`src/rtl/ft245_pkg.sv`:
```
// Shared constants for the FT245 synchronous-FIFO device emulation.
package ft245_pkg;
    localparam int FT245_DATA_W         = 8;
    localparam int FT245_DEPTH_LOG2     = 4;
    localparam int FT245_STARTUP_CYCLES = 8;
endpackage

```
`src/rtl/ft245_dev_fifo.sv`:
```
// Byte FIFO with push/pop, occupancy, next-occupancy and a combinational head
// (head reads zero while empty).
module ft245_dev_fifo
    import ft245_pkg::*;
#(
    parameter int DEPTH_LOG2 = FT245_DEPTH_LOG2
) (
    input  logic                    clk,
    input  logic                    rst,
    input  logic                    push,
    input  logic                    pop,
    input  logic [FT245_DATA_W-1:0] din,
    output logic [FT245_DATA_W-1:0] head,
    output logic [DEPTH_LOG2:0]     level,
    output logic [DEPTH_LOG2:0]     level_next
);
    localparam int DEPTH = 2 ** DEPTH_LOG2;

    logic [FT245_DATA_W-1:0] mem [0:DEPTH-1];
    logic [DEPTH_LOG2-1:0]   wr_ptr;
    logic [DEPTH_LOG2-1:0]   rd_ptr;

    always_comb begin
        level_next = level + (DEPTH_LOG2+1)'(push) - (DEPTH_LOG2+1)'(pop);
    end

    always_ff @(posedge clk or posedge rst) begin
        if (rst) begin
            wr_ptr <= '0;
            rd_ptr <= '0;
            level  <= '0;
        end else begin
            if (push) wr_ptr <= wr_ptr + DEPTH_LOG2'(1);
            if (pop)  rd_ptr <= rd_ptr + DEPTH_LOG2'(1);
            level <= level_next;
        end
    end

    // Storage is not reset; the empty gate on head hides stale contents.
    always_ff @(posedge clk) begin
        if (push) mem[wr_ptr] <= din;
    end

    assign head = (level != '0) ? mem[rd_ptr] : '0;
endmodule

```
`src/rtl/ft245sff_dev.sv`:
```
// FT2232H-side emulation of the FT245 synchronous FIFO bus with host streams.
// Define FT245SFF_DEV_LOOPBACK_EN to route client writes back to client reads.
module ft245sff_dev
    import ft245_pkg::*;
#(
    parameter int DEPTH_LOG2     = FT245_DEPTH_LOG2,
    parameter int STARTUP_CYCLES = FT245_STARTUP_CYCLES
) (
    input  logic                    Clk,
    input  logic                    ARst,
    output logic                    RXFn,
    input  logic                    OEn,
    input  logic                    RDn,
    output logic [FT245_DATA_W-1:0] ADBUS_Rd,
    output logic                    TXEn,
    input  logic                    WRn,
    input  logic [FT245_DATA_W-1:0] ADBUS_Wr,
    input  logic                    SIWU,
    input  logic [FT245_DATA_W-1:0] In_Data,
    input  logic                    In_Valid,
    output logic                    In_Rdy,
    output logic [FT245_DATA_W-1:0] Out_Data,
    output logic                    Out_Valid,
    input  logic                    Out_Rdy,
    output logic [DEPTH_LOG2:0]     RxLevel,
    output logic [DEPTH_LOG2:0]     TxLevel,
    output logic                    Err_TxOvf
);
    localparam logic [DEPTH_LOG2:0] FULL = (DEPTH_LOG2+1)'(2 ** DEPTH_LOG2);
    localparam int CNT_W = (STARTUP_CYCLES > 0) ? $clog2(STARTUP_CYCLES + 1) : 1;
    localparam logic [CNT_W-1:0] CNT_DONE = CNT_W'(STARTUP_CYCLES);

    logic [CNT_W-1:0]        start_cnt;
    logic                    started;
    logic                    rd_beat, wr_beat;
    logic                    rx_push, rx_pop, tx_push, tx_pop;
    logic [FT245_DATA_W-1:0] rx_din, rx_head, tx_head;
    logic [DEPTH_LOG2:0]     rx_next, tx_next;
    logic                    in_rdy_next;

    assign started = (start_cnt == CNT_DONE);
    assign rd_beat = ~RXFn & ~OEn & ~RDn;
    assign wr_beat = ~TXEn & ~WRn;
    assign rx_pop  = rd_beat;
    assign tx_push = wr_beat;

`ifdef FT245SFF_DEV_LOOPBACK_EN
    logic lb_move;
    logic unused_host;
    assign lb_move     = (TxLevel != '0) && (RxLevel != FULL);
    assign rx_push     = lb_move;
    assign rx_din      = tx_head;
    assign tx_pop      = lb_move;
    assign Out_Valid   = 1'b0;
    assign Out_Data    = '0;
    assign in_rdy_next = 1'b0;
    assign unused_host = ^{SIWU, In_Data, In_Valid, Out_Rdy};
`else
    logic unused_siwu;
    assign rx_push     = In_Valid & In_Rdy;
    assign rx_din      = In_Data;
    assign tx_pop      = Out_Valid & Out_Rdy;
    assign Out_Valid   = (TxLevel != '0);
    assign Out_Data    = tx_head;
    assign in_rdy_next = (rx_next != FULL);
    assign unused_siwu = SIWU;
`endif

    ft245_dev_fifo #(.DEPTH_LOG2(DEPTH_LOG2)) u_rx_fifo (
        .clk(Clk), .rst(ARst), .push(rx_push), .pop(rx_pop), .din(rx_din),
        .head(rx_head), .level(RxLevel), .level_next(rx_next)
    );

    ft245_dev_fifo #(.DEPTH_LOG2(DEPTH_LOG2)) u_tx_fifo (
        .clk(Clk), .rst(ARst), .push(tx_push), .pop(tx_pop), .din(ADBUS_Wr),
        .head(tx_head), .level(TxLevel), .level_next(tx_next)
    );

    assign ADBUS_Rd = OEn ? '0 : rx_head;

    // Flags are registered from next-cycle occupancy so they are exact on every edge.
    always_ff @(posedge Clk or posedge ARst) begin
        if (ARst) begin
            start_cnt <= '0;
            RXFn      <= 1'b1;
            TXEn      <= 1'b1;
            In_Rdy    <= 1'b0;
            Err_TxOvf <= 1'b0;
        end else begin
            if (!started) start_cnt <= start_cnt + CNT_W'(1);
            RXFn   <= ~(started & (rx_next != '0));
            TXEn   <= ~(started & (tx_next != FULL));
            In_Rdy <= in_rdy_next;
            if (~WRn & TXEn) Err_TxOvf <= 1'b1;
        end
    end
endmodule

```
`config.mk`:
```
export PLATFORM = sky130hd
export DESIGN_NAME = ft245sff_dev
export DESIGN_NICKNAME = d
export VERILOG_FILES = /design/src/rtl/ft245_pkg.sv /design/src/rtl/ft245_dev_fifo.sv /design/src/rtl/ft245sff_dev.sv
export SDC_FILE = /design/constraint.sdc
export NUM_CORES = 1
export LEC_CHECK = 0
export BUFFER_PORTS_ARGS = -buffer_cell sky130_fd_sc_hd__buf_4
export CORE_UTILIZATION = 35
export DETAILED_ROUTE_END_ITERATION = 6
export GPL_ROUTABILITY_DRIVEN = 0
export PLACE_DENSITY_LB_ADDON = 0.05
export SLEW_MARGIN = 10
export SYNTH_ARGS = -nofsm -noshare
export SYNTH_HDL_FRONTEND = slang
export SYNTH_SLANG_ARGS = --single-unit
export TNS_END_PERCENT = 30
```
`constraint.sdc`:
```
create_clock -name Clk -period 5.58 [get_ports Clk]
set_input_delay 0.558 -clock Clk [delete_from_list [all_inputs] [get_ports Clk]]
set_output_delay 0.558 -clock Clk [all_outputs]
set_load 0.05 [all_outputs]
```
==> flow_results.org <==
** Clock tree
- In this run the number of H-tree levels came out at 2.
- CTS buffer count :: 34
- Buffers added to address setup during post-CTS repair amount to 0.
- Buffer depth of the longest clock path :: 3
- Clock-pin slew reported for the worst setup and hold paths after clock tree synthesis :: ~0.06 ns
- For this design, the sink count on the clock tree is a little under 300.
- For the worst-skew pair, the clock arrives at the later sink with an insertion delay of 0.51 ns.
- Buffers inserted to repair hold after CTS numbered 0.
- Clock tree from TritonCTS :: done
- Root buffer selected by CTS :: clkbuf_16
- After clock tree synthesis, the repair step resized 0 gates.

** Die
- Floorplan die width :: about 190 um
- Die footprint :: between 0.03 and 0.04 sq mm
- In this run the vertical extent of the chip is 185 um.
- The floorplan has 66 rows.
- The core region is 0.0328 sq mm.
- 55 I/O pins were placed.
- Initial cell density of the core :: 0.359

** Global route
- Vias in the first global route :: 6101
- Aggregate global routing overflow :: 0
- Fraction of met3 tracks used by global routing :: 0.0262
- Met2 track demand over resource in global routing :: 0.226
- After global routing, the most crowded layer is met2.
- Initial antenna violation count :: 0
- The first global-routing pass estimated 36.6 mm of wire.
- In the global route stage, overall resource usage came out at 0.145.
- Met1 track utilization from global routing :: 0.206
- Pin count of the biggest net entering global routing :: 35

** Timing
- Setup repair after global routing left no endpoint under its margin.
- Max frequency :: between 0.2 and 0.3 GHz
- Number of setup violations in the final report :: 0
- The final hold violation count came to 0.
- The smallest clock period supported by the final layout is computed as ~3.7 ns.
- For the pin with the worst max-slew slack, the measured transition is ~1.1 ns.
- Final clock skew :: between 0.01 and 0.015 ns
- The worst pin sits at a relative slew slack of 0.260.
- Period utilisation layout :: 0.656
- Number of pins exceeding their max-slew limit in the final report :: 0
- Final total negative setup slack :: 0 ns

** Synthesis
- In this run, synthesis inferred 256 flip-flops with an integrated enable.
- The mapped netlist covers 0.0118 sq mm.
- Syn_area_per_cell :: around 19 sq um
- The most used flip-flop cell after synthesis is edfxtp_1.
- Share of synthesized flip-flops with an asynchronous set or reset :: 0.117
- Gate Count Post-Synth :: about 630
- The netlist uses 44 different library cells.
- The share of the Yosys chip area taken by registers is 0.725.
- Number of storage elements in the synthesis netlist :: between 200 and 300
- The Yosys step of the flow raised 0 warnings.
- The number of nets handed over by synthesis was between 600 and 700.

** Run
- Number of max-cap violations :: 0

** Cells and area
- For this run, the post-layout net count is 749.
- Utilization of the core after routing :: 0.416
- Final cell count without fillers :: 1166
- Area added between synthesis and finish :: 15.9%
- Non-Filler Cell Area, Final :: 0.0137 sq mm
- Total inserted antenna cells :: 0
- Fill cells in the final layout number ~3000.
- Share of cells above drive strength 1 :: 0.236

** Route
- Router iterations before antenna repair :: 6
- Post-route DRC :: 0
- Dividing the detail-routed via count by the number of cells gives a little under 5.
- For this block, the initial DRC count from the detailed router was between 300 and 400.
- After detailed routing, the average wire length per cell comes to a little over 20 um.
- The final layout contains routed wiring with a total length of between 20 and 25 mm.
- The detail route stage leaves a number of antenna-violating nets equal to 0.
- Total vias in the final route :: roughly 5800

** Pwr
- Maximum vdd drop :: about 0.37 mV
- For this design the static power due to leakage is 4.75 nW.
- The design draws 7.67 mW.
- Power spread over the standard cell area amounts to about 560 mW/mm^2.

** Place
- Once placement completed, the tool counted placed cells totaling roughly 1100.
- Placed inst area :: about 0.013 sq mm
- DPL Wire Length :: between 15 and 20 mm
- During placement, the flow inserted port buffers numbering 53.

** Critical path
- Endpoint required time on the critical path :: between 5 and 6 ns
- Endpoint class of the critical path :: output pin
- The worst setup path is launched from a flop.
- Worst setup path category :: reg -> out
- Data arrival, critical path :: between 3 and 4 ns
- Peak fanout along the critical path :: 31
- Bufs and invs on worst path :: 2
- Worst setup slack for register-to-register paths :: 2.60 ns
- Worst flop-to-flop path startpoint :: u_tx_fifo.level[3]
- Worst reg2reg path endpoint :: TXEn
- Worst Reg2Reg Path Length in Cells :: 14
- Grouping stages by cell kind, the critical path spends the most delay in flip-flops.
- The signal on the critical path passes through buf_4, mux4_1, a32oi_1, o211ai_1, buf_4.
- The slowest stage of the critical path is the dfrtp_2 cell.
- The largest single stage delay on the critical path is 1.02 ns.
- Library cell appearing most often on the critical path :: buf_4

** Worst hold path
- The min-delay analysis places its worst path in the category in -> async.

** Run status
- The flow ran to the end, and the final reports show no timing, DRC or antenna violations.
==> stage by stage <==
step                      hold WS [ns]  setup slack (ns)
final                            0.180              1.92
after global routing             0.235              1.71
after CTS                        0.177              1.80
after detailed placement         0.449              2.34
after global placement           0.443              2.36
after floorplan                  0.445              2.49
==> worst register-to-register path, stage by stage (launching register included) <==
cell and delay, ns:
dfrtp_1 0.40, inv_1 0.09, ha_1 0.14, nor4b_2 0.42, nor2b_1 0.23, ha_1 0.32, inv_1 0.06, ha_1 0.16
inv_1 0.06, fa_1 0.42, inv_1 0.07, a21oi_1 0.05, o21bai_1 0.15, xnor2_1 0.11, a31o_2 0.24
==> state kept, by name, summed over array words and instances (netlist names) <==
register and flops:
start_cnt 4, Err_TxOvf 1, TXEn 1, u_tx_fifo.wr_ptr 4, u_tx_fifo.rd_ptr 4, In_Rdy 1
u_rx_fifo.rd_ptr 4, u_rx_fifo.level 5, RXFn 1, u_rx_fifo.mem 128, u_tx_fifo.level 5, u_rx_fifo.wr_ptr 4
u_tx_fifo.mem 128
==> cells in the final DEF (no fill, tap or decap), types with 8 or more instances in the layout <==
| master | netlist | layout |
|---|---|---|
| edfxtp_1 | 256 | 256 |
| buf_4 | 5 | 65 |
| mux4_2 | 50 | 50 |
| clkbuf_16 | 0 | 35 |
| mux2i_1 | 32 | 32 |
| dfrtp_1 | 32 | 30 |
| inv_1 | 29 | 29 |
| ha_1 | 24 | 24 |
| nand2_1 | 21 | 21 |
| nor2_1 | 19 | 19 |
| xnor2_1 | 19 | 19 |
| and2_1 | 17 | 17 |
| clkinv_2 | 0 | 10 |
| a22oi_1 | 9 | 9 |
| o22ai_1 | 8 | 8 |
| clkbuf_1 | 9 | 8 |
==> power by group <==
part           switching (mW)  total (mW)  internal (mW)
logic                    1.64        2.72           1.08
clock network           0.837        1.98           1.15
registers               0.266        2.96           2.70
==> synthesized netlist by cell type (5+ instances only) <==
cell        n  area share
nand4_1     7      0.0037
nand3_1     5      0.0021
buf_1       6      0.0019
a22oi_1     9      0.0057
nor3_1      7      0.0030
nor2_1     19      0.0061
dfrtp_1    32       0.068
buf_2       5      0.0021
clkbuf_1    9      0.0029
and2_1     17      0.0090
nand2_1    21      0.0067
inv_1      29      0.0092
mux4_2     50       0.096
xnor2_1    19       0.014
mux2i_1    32       0.027
and3_1      5      0.0027
edfxtp_1  256        0.65
o22ai_1     8      0.0042
ha_1       24       0.025
buf_4       5      0.0032
mux4_1      6       0.013
==> cell families (layout without fill, tap and decap cells) <==
family | count (synthesis) | after routing | synth area share
xor+xnor | 23 | 23 | 0.0171
mux | 91 | 91 | 0.139
simple gates | 93 | 93 | 0.0408
fa+ha+maj | 26 | 26 | 0.0289
compound gates | 46 | 46 | 0.0261
buf+inv | 57 | 155 | 0.0229
flops | 290 | 290 | 0.725
==> area by class of cell <==
cell class              count  area, sq um  area share
inverters                  29          109     0.00797
clock inverters            18         85.1     0.00623
flip-flops and latches    290         8540       0.626
clock buffers              43          906      0.0664
well taps                 442          553      0.0405
multi-input cells         279         2970       0.217
repair buffers             65          488      0.0357
==> worst max path at each step <==
stage / startpoint / endpoint / slack (ns) / cells past startpoint
2_1_floorplan: u_tx_fifo.level[2] / Out_Data[2] / 2.49 / 7
3_5_place_dp: u_tx_fifo.rd_ptr[0] / Out_Data[3] / 2.34 / 5
3_3_place_gp: u_tx_fifo.rd_ptr[0] / Out_Data[3] / 2.36 / 5
5_1_grt: u_tx_fifo.rd_ptr[0] / Out_Data[3] / 1.71 / 5
6_report: u_tx_fifo.rd_ptr[0] / Out_Data[3] / 1.92 / 5
4_1_cts: u_tx_fifo.rd_ptr[0] / Out_Data[3] / 1.80 / 5
==> per-layer routing <==
layer / vias up / routed length [um]
met4: 0 / 507
met5: - / 0
met3: 44 / 842
met1: 3031 / 11500
met2: 87 / 11100
li1: 2613 / -
(Power assumes the default switching activity.)
